===== src/rtl/cardinal_dmem_arbiter.sv =====
// Round-robin arbiter sharing one single-ported data memory between NUM_REQ cores,
// with zero-latency grant and an in-order read-return pipe of depth MEM_LAT.
module cardinal_dmem_arbiter #(
    parameter int NUM_REQ = 4,
    parameter int ADDR_W  = 32,
    parameter int DATA_W  = 64,
    parameter int MEM_LAT = 1
) (
    input  logic                        clk,
    input  logic                        reset,
    input  logic [0:NUM_REQ-1]          req_en,
    input  logic [0:NUM_REQ-1]          req_wr,
    input  logic [0:NUM_REQ*ADDR_W-1]   req_addr,
    input  logic [0:NUM_REQ*DATA_W-1]   req_wdata,
    output logic [0:NUM_REQ-1]          stall,
    output logic [0:NUM_REQ-1]          rvalid,
    output logic [0:DATA_W-1]           rdata,
    output logic                        mem_en,
    output logic                        mem_wr_en,
    output logic [0:ADDR_W-1]           mem_addr,
    output logic [0:DATA_W-1]           mem_d_out,
    input  logic [0:DATA_W-1]           mem_d_in
);

    localparam int ID_W = (NUM_REQ > 1) ? $clog2(NUM_REQ) : 1;
    typedef logic [ID_W-1:0] id_t;

    id_t                r_rr_ptr;
    logic [MEM_LAT-1:0] r_pipe_vld;
    id_t                r_pipe_id [MEM_LAT];

    logic               w_gnt_vld;
    id_t                w_gnt_id;
    logic [ID_W:0]      w_sum;
    id_t                w_idx;
    logic               w_grant;
    logic               w_ret_vld;
    logic [0:ADDR_W-1]  w_addr_arr  [NUM_REQ];
    logic [0:DATA_W-1]  w_wdata_arr [NUM_REQ];

    for (genvar k = 0; k < NUM_REQ; k++) begin : g_unpack
        assign w_addr_arr[k]  = req_addr[k*ADDR_W +: ADDR_W];
        assign w_wdata_arr[k] = req_wdata[k*DATA_W +: DATA_W];
    end

    // Priority scan starting at r_rr_ptr, wrapping modulo NUM_REQ.
    // NOTE: blocking assignments here are intentional -- later loop iterations must see
    // w_gnt_vld set by earlier ones; every variable gets a default first so no latch forms.
    always_comb begin
        w_gnt_vld = 1'b0;
        w_gnt_id  = '0;
        w_sum     = '0;
        w_idx     = '0;
        for (int i = 0; i < NUM_REQ; i++) begin
            w_sum = {1'b0, r_rr_ptr} + (ID_W+1)'(i);
            if (w_sum >= (ID_W+1)'(NUM_REQ))
                w_sum = w_sum - (ID_W+1)'(NUM_REQ);
            w_idx = w_sum[ID_W-1:0];
            if (!w_gnt_vld && req_en[w_idx]) begin
                w_gnt_vld = 1'b1;
                w_gnt_id  = w_idx;
            end
        end
    end

    assign w_grant   = w_gnt_vld & ~reset;
    assign w_ret_vld = r_pipe_vld[MEM_LAT-1] & ~reset;

    assign mem_en    = w_grant;
    assign mem_wr_en = w_grant & req_wr[w_gnt_id];
    assign mem_addr  = w_grant ? w_addr_arr[w_gnt_id]  : '0;
    assign mem_d_out = w_grant ? w_wdata_arr[w_gnt_id] : '0;
    assign rdata     = w_ret_vld ? mem_d_in : '0;

    always_comb begin
        stall  = '0;
        rvalid = '0;
        for (int k = 0; k < NUM_REQ; k++) begin
            stall[k]  = ~reset & req_en[k] & ~(w_gnt_vld && (w_gnt_id == id_t'(k)));
            rvalid[k] = w_ret_vld & (r_pipe_id[MEM_LAT-1] == id_t'(k));
        end
    end

    always_ff @(posedge clk) begin
        if (reset) begin
            r_rr_ptr   <= '0;
            r_pipe_vld <= '0;
        end else begin
            if (w_gnt_vld)
                r_rr_ptr <= (w_gnt_id == id_t'(NUM_REQ-1)) ? '0 : w_gnt_id + 1'b1;
            r_pipe_vld[0] <= w_gnt_vld & ~req_wr[w_gnt_id];
            for (int s = 1; s < MEM_LAT; s++)
                r_pipe_vld[s] <= r_pipe_vld[s-1];
        end
    end

    // NOTE: the id payload is qualified by r_pipe_vld, so it needs no reset.
    always_ff @(posedge clk) begin
        r_pipe_id[0] <= w_gnt_id;
        for (int s = 1; s < MEM_LAT; s++)
            r_pipe_id[s] <= r_pipe_id[s-1];
    end

endmodule


===== config.mk =====
export PLATFORM = sky130hd
export DESIGN_NAME = cardinal_dmem_arbiter
export DESIGN_NICKNAME = d
export VERILOG_FILES = /design/src/rtl/cardinal_dmem_arbiter.sv
export SDC_FILE = /design/constraint.sdc
export NUM_CORES = 1
export LEC_CHECK = 0
export ABC_AREA = 1
export ABC_CLOCK_PERIOD_IN_PS = 2900
export CAP_MARGIN = 25
export CELL_PAD_IN_SITES_DETAIL_PLACEMENT = 1
export CELL_PAD_IN_SITES_GLOBAL_PLACEMENT = 1
export CORE_AREA = 5 5 238 240
export DETAILED_ROUTE_END_ITERATION = 8
export DIE_AREA = 0 0 243 245
export MAX_ROUTING_LAYER = met4
export PLACE_DENSITY = 0.65
export SLEW_MARGIN = 20
export SYNTH_ARGS = -nofsm -noshare
export SYNTH_HDL_FRONTEND = slang
export SYNTH_SLANG_ARGS = --single-unit

===== constraint.sdc =====
create_clock -name clk -period 2.9 [get_ports clk]
set_clock_uncertainty 0.2 [all_clocks]
set_input_delay 0.29 -clock clk [delete_from_list [all_inputs] [get_ports clk]]
set_output_delay 0.29 -clock clk [all_outputs]
set_load 0.01 [all_outputs]

Yosys cells after proc, flatten, opt, wreduce, memory -nomap -nowiden
Memories as Yosys holds them, arrays and structs flattened.
Index checks and enable logic that the tools add are counted.
{"block": "totals", "latch_bits": 0, "mem_count": 1, "out_inout_bits": 170, "mem_bits_rw": 2, "elab_cells": 102, "rom_bits": 0, "register_bits": 3, "inputBits": 458}
{"memory": "r_pipe_id", "depth": 1, "width": 2, "rd": 1, "rd_clocked_by_memory_dff": 0, "write_ports": 1, "line_no": "30", "text": "id_t r_pipe_id [MEM_LAT];"}
{"block": "op_classes", "n_mul": 0, "div_mod_pow": 0, "shift": 0, "n_addsub": 8, "magnitude_cmp": 9, "n_reduce_logical": 12, "bitwise_logic": 27, "eq_ne": 6, "n_mux": 37}
{"cell": "$mux W64", "count": 4}
{"cell": "$bmux W64 S2", "count": 1}
{"cell": "$mux W32", "count": 3}
{"cell": "$bmux W32 S2", "count": 1}
{"cell": "$ge A3 B3 Y1 const B", "count": 8}
{"cell": "$mux W2", "count": 9}
{"cell": "$and A1 B1 Y1", "count": 16}
{"cell": "$not A2 Y3", "count": 5}
{"cell": "$mux W1", "count": 14}
{"cell": "$bmux W1 S2", "count": 5}
{"cell": "$eq A2 B2 Y1 const B", "count": 4}
{"cell": "$sub A2 B1 Y2 const B", "count": 4}
{"cell": "$logic_and A1 B1 Y1", "count": 7}
{"cell": "$add A2 B2 Y3 const B", "count": 2}
{"cell": "$not A1 Y1", "count": 6}
{"cell": "$eq A2 B1 Y1 const B", "count": 2}
{"cell": "$logic_not A2 Y1", "count": 2}
{"cell": "$add A2 B1 Y3 const B", "count": 1}
{"cell": "$ge A2 B3 Y1 const B", "count": 1}
{"cell": "$logic_not A1 Y1", "count": 3}
{"cell": "$add A2 B1 Y2 const B", "count": 1}

Logic depth before layout (Yosys ltp)
{"block": "logic_depth", "ltp_word": 22, "depth_mapped": 15, "depth_no_buf": 14}

Worst setup path before layout
Ideal clock, no wire load.
{"block": "synth_timing", "path_type": "reg-to-output", "from": "register r_rr_ptr[0]", "to": "output stall[3] (netlist bit)", "path_buffers": 3, "path_stages_with_launch": 14, "t_arrival_ns": 2.037, "slack_ns": 0.373, "required_ns": 2.410, "path_cell_list": "dfxtp_1 buf_4 nand2_1 nand3_1 nand2_2 nor2_1 nor2_1 nand2_4 nand2_4 buf_6 buf_2 inv_1 ha_1 a211oi_1"}
{"block": "synth_between", "elab_chain_len": 20, "elab_cells_between_ends": 49, "classes_between": "add/sub (7); order compare (4); eq/ne (1); mux (24); bitwise (6); reduce/logical (7)"}
{"item": "start, declared", "line_no": "28", "text": "id_t r_rr_ptr;"}
{"item": "start signal, assigned", "line_no": "90", "text": "r_rr_ptr <= (w_gnt_id == id_t'(NUM_REQ-1)) ? '0 : w_gnt_id + 1'b1;"}
{"item": "parallel branches: the longest is 17 deep, another holds $add A2 B1 Y3"}
{"item": "$logic_and A1 B1 Y1 *", "line_no": "79", "text": "stall[k] = ~reset & req_en[k] & ~(w_gnt_vld && (w_gnt_id == id_t'(k)));"}
{"item": "$not A1 Y1 *", "line_no": "79"}
{"item": "$and A1 B1 Y1 *", "line_no": "79"}
{"item": "end, declared", "line_no": "15", "text": "output logic [0:NUM_REQ-1] stall,"}
Every way passes the cells marked *. The select of a mux whose other input is x is not followed.

Worst setup path after layout
{"block": "layout_timing", "from": "register r_rr_ptr[0]", "to": "output mem_d_out[31] (netlist bit)"}
{"block": "layout_between", "elab_chain_len": 21, "elab_cells_between_ends": 51, "classes_between": "add/sub (7); order compare (4); mux (28); bitwise (6); reduce/logical (6)"}
{"item": "parallel branches: the longest is 20 deep, another holds $add A2 B1 Y3"}
{"item": "$mux W64 *", "line_no": "72", "text": "assign mem_d_out = w_grant ? w_wdata_arr[w_gnt_id] : '0;"}
{"item": "end, declared", "line_no": "21", "text": "output logic [0:DATA_W-1] mem_d_out,"}
Marked as above.

==> qor.log <==
qor: outcome.result_of_the_run complete, but fails checks
qor: outcome.violations negative setup slack
qor: drt.first_drt_iteration_drcs 287
qor: job.cap_viol_max_count 0
qor: final_layout.syn_to_final_growth 184%
qor: final_layout.drive_above_1_share 27.7%
qor: placement.place_congestion 0.948
qor: global_routing.grt_pass1_wl 74.5 mm
qor: timing.final.period_utilization 102%
qor: logic_synthesis.synth.yosys.seq_area_share 1.78%
qor: timing.transition_time_at_the_pin_with_the_least_slew_margin 386 ps
qor: power.power.net_switching 10.6 mW
qor: clock_tree.cts-hold-fix-buffers 0
qor: die.pin_count 628
qor: die.die_area 59500 um^2
qor: clock_tree.tritoncts built
qor: timing.clock.fmax 337 MHz
qor: logic_synthesis.mappedNetlistArea 5640 um^2
qor: power.power_density_over_the_cells 1310 nW/um^2
qor: setup_path.worst_ep_arrival_time 2480 ps
qor: setup_path.critPathKind register to output pin
qor: min_path.worst_hold_path_type register to register
qor: logic_synthesis.synth_enable_flop_cells 0
qor: die.floorplan.core_area 54400 um^2
qor: timing.finalSetupViolations 36
qor: die.initial_util 10.4%
qor: power.p_seq_share 0.7%
qor: drt.detailedRoute.firstPassIterationCount 4
qor: setup_path.worst-endpoint-required 2410 ps
qor: global_routing.grt_busiest_layer met2
qor: placement.hpwl 39.4 mm
qor: timing.maxSlewHeadroom 74.2%
qor: setup_path.highest_fanout_seen_on_the_critical_path 8
qor: logic_synthesis.yosys_register_bits 5
qor: timing.rsz_0062_raised_after_global_routing yes
qor: clock_tree.register_clock_pin_slew_on_the_reported_worst_setup_and_hold_paths 30 ps
qor: placement.io_buffer_count 627
qor: clock_tree.cts.sinks 5
qor: logic_synthesis.synth_async_sr_flop_share 0%
qor: setup_path.category_of_the_worst_setup_path_launch_point register
qor: power.clkPwrFrac 1.1%
qor: power.p_sw_share 50.5%
qor: global_routing.gr_ovfl_total 0
qor: logic_synthesis.synth_top_area_share 28.4%
qor: logic_synthesis.synth-warning-count 0
qor: timing.hold_viol 0
qor: logic_synthesis.post-synth-top-area-cell nand2_1
qor: clock_tree.clock_tree.htree_level_count 1
qor: clock_tree.insertion_delay 220 ps
qor: power.power_frac_comb 98.2%
qor: clock_tree.cts.path.max_buffers 2
qor: logic_synthesis.synth_area_leaders nand2_1 28%, nand3_1 26%, inv_1 18%
qor: power.fin_total_pwr 21.0 mW
qor: final_layout.fin_nets 2480
qor: global_routing.grtUsageTotal 16.4%
qor: die.floorplan.rows 86
qor: timing.final_period_minus_worst_setup_slack 2970 ps
qor: die.die_h 245 um
qor: clock_tree.cell_at_the_root_of_the_clock_tree clkbuf_16
qor: logic_synthesis.post_synth_cell_types 23
qor: global_routing.met1_layer_usage_reported_by_global_route 18.5%
qor: die.floorplan.die.width 243 um
qor: logic_synthesis.syn-num-nets 1752
qor: drt.route.detailed.drc 0
qor: setup_path.cp-end-kind output pin
qor: final_layout.area_occupied_by_multi_input_gates 5150 um^2
qor: power.p_int 10.4 mW
qor: global_routing.gr-usage-met3 4.06%
qor: global_routing.grt_start_max_net_pins 49
qor: placement.dp_slack -721 ps
qor: drt.vias_after_detailed_routing 11140
qor: power.power_leakage 7.92 nW
qor: drt.drt_wl_total 53.2 mm
qor: final_layout.register_area 108 um^2
qor: final_layout.layout_common_cells 522 x clkdlybuf4s50_1, 331 x nand2_1, 265 x inv_1, 227 x nand3_1, 99 x buf_4
qor: global_routing.grtUsageMet2 29.9%
qor: logic_synthesis.synth-main-ff-cell dfxtp_1
qor: logic_synthesis.synth_area_per_cell 4.36 um^2
qor: timing.finalMaxSlewViolations 0
qor: drt.post_drt_wl_per_cell 19.5 um
qor: drt.ant_nets 0
qor: power.irDropWorstVdd 0.398 mV
qor: global_routing.grt_pass1_vias 12018
qor: timing.timing.final.ws_setup -68.9 ps
qor: logic_synthesis.postSynthCellCount 1293
qor: global_routing.antenna_found_initial 8
qor: final_layout.layout.cells.most_common clkdlybuf4s50_1
qor: clock_tree.cts_buffers 3
qor: drt.post_drt_via_cell_ratio 4.08
qor: final_layout.fillers 6756
==> Yosys cell counts, types with 2 or more instances <==
cell type	number
nand2_4	2
a211oi_1	2
inv_2	4
buf_6	3
dfxtp_1	5
nor3_1	5
inv_1	269
buf_2	54
nand2_2	4
nor2_1	69
clkbuf_1	21
a21oi_1	101
nand2_1	427
buf_4	12
nand3_1	296
buf_1	12
==> power by group through the flow <==
stage	Combinational (mW)	Sequential, mW	Clock, mW
final	20.6	0.147	0.225
after global placement	14.2	0.128	0
after detailed placement	14.3	0.130	0
after floorplan	6.84	0.122	0
after CTS	18.5	0.142	0.231
after global routing	22.2	0.151	0.235
==> final timing paths <==
| path | from | to | slack [ps] | cells after the start |
|---|---|---|---|---|
| max | r_rr_ptr[0] | mem_d_out[31] | -70 | 16 |
| min | r_rr_ptr[1] | r_rr_ptr[1] | 360 | 2 |
| max reg2reg | r_rr_ptr[0] | r_pipe_vld | 410 | 16 |
| min reg2reg | r_rr_ptr[1] | r_rr_ptr[1] | 360 | 2 |
==> routing by layer <==
layer | vias to the layer above | wire length (um)
met4 | 0 | 1300
li1 | 5419 | -
met5 | - | 0
met1 | 5239 | 20900
met2 | 422 | 27400
met3 | 60 | 3590
==> worst max-delay path, stage by stage (launching register included) <==
cell and delay, ps:
dfxtp_4 390, inv_6 60, nand2_2 70, nand2_4 70
buf_4 140, o21ai_4 210, nand3_4 120, nand2_8 110
nand2_8 80, buf_12 140, buf_12 140, buf_12 130
buf_16 140, nand2_4 50, nand3_2 70, a21oi_2 140
buf_2 160
==> flip-flops by register name, indices dropped and copies added (netlist names) <==
register and count:
r_rr_ptr 2, r_pipe_id 2, r_pipe_vld 1
==> timing repair <==
| item | 4_1_cts | 5_1_grt |
|---|---|---|
| pin swaps | 59 | 80 |
| setup buffers | 45 | 17 |
| gates cloned | 19 | 13 |
| gates resized for setup | 605 | 196 |
| endpoints found under the setup margin | 102 | 102 |
==> final cells by class <==
type	count	area share [%]
timing repair buffer	825	54.4
multi-input combinational	913	32.2
inverter	273	6.51
tap	704	5.51
sequential	5	0.673
clock buffer	4	0.493
antenna	8	0.125
==> through the flow <==
step / std cells / instance area (um^2) / hold WS (ps) / util (%) / TNS [ps]
after floorplan: 1293 / 5640 / 159 / - / 0
after global placement: 2632 / 13500 / 364 / 24.8 / -54860
after detailed placement: 2632 / 13500 / 385 / 24.8 / -58560
after CTS: 2698 / 14800 / 349 / 27.2 / -1620
after global routing: 2732 / 16000 / 388 / 29.4 / -9320
final: 2732 / 16000 / 361 / 29.4 / -611
==> cells by family (layout without fill, tap and decap cells) <==
kind of cell             Yosys count  count (layout)  synth area share [%]
AO/OA/AOI/OAI                    105             105                  9.41
adder cells (fa/ha/maj)            1               1                 0.222
buffers and inverters            375            1102                  27.4
flip-flops                         5               5                  1.78
other                              0               8                     0
AND/OR/NAND/NOR                  807             807                  61.2
No activity file was read; power rests on OpenSTA's default activity.
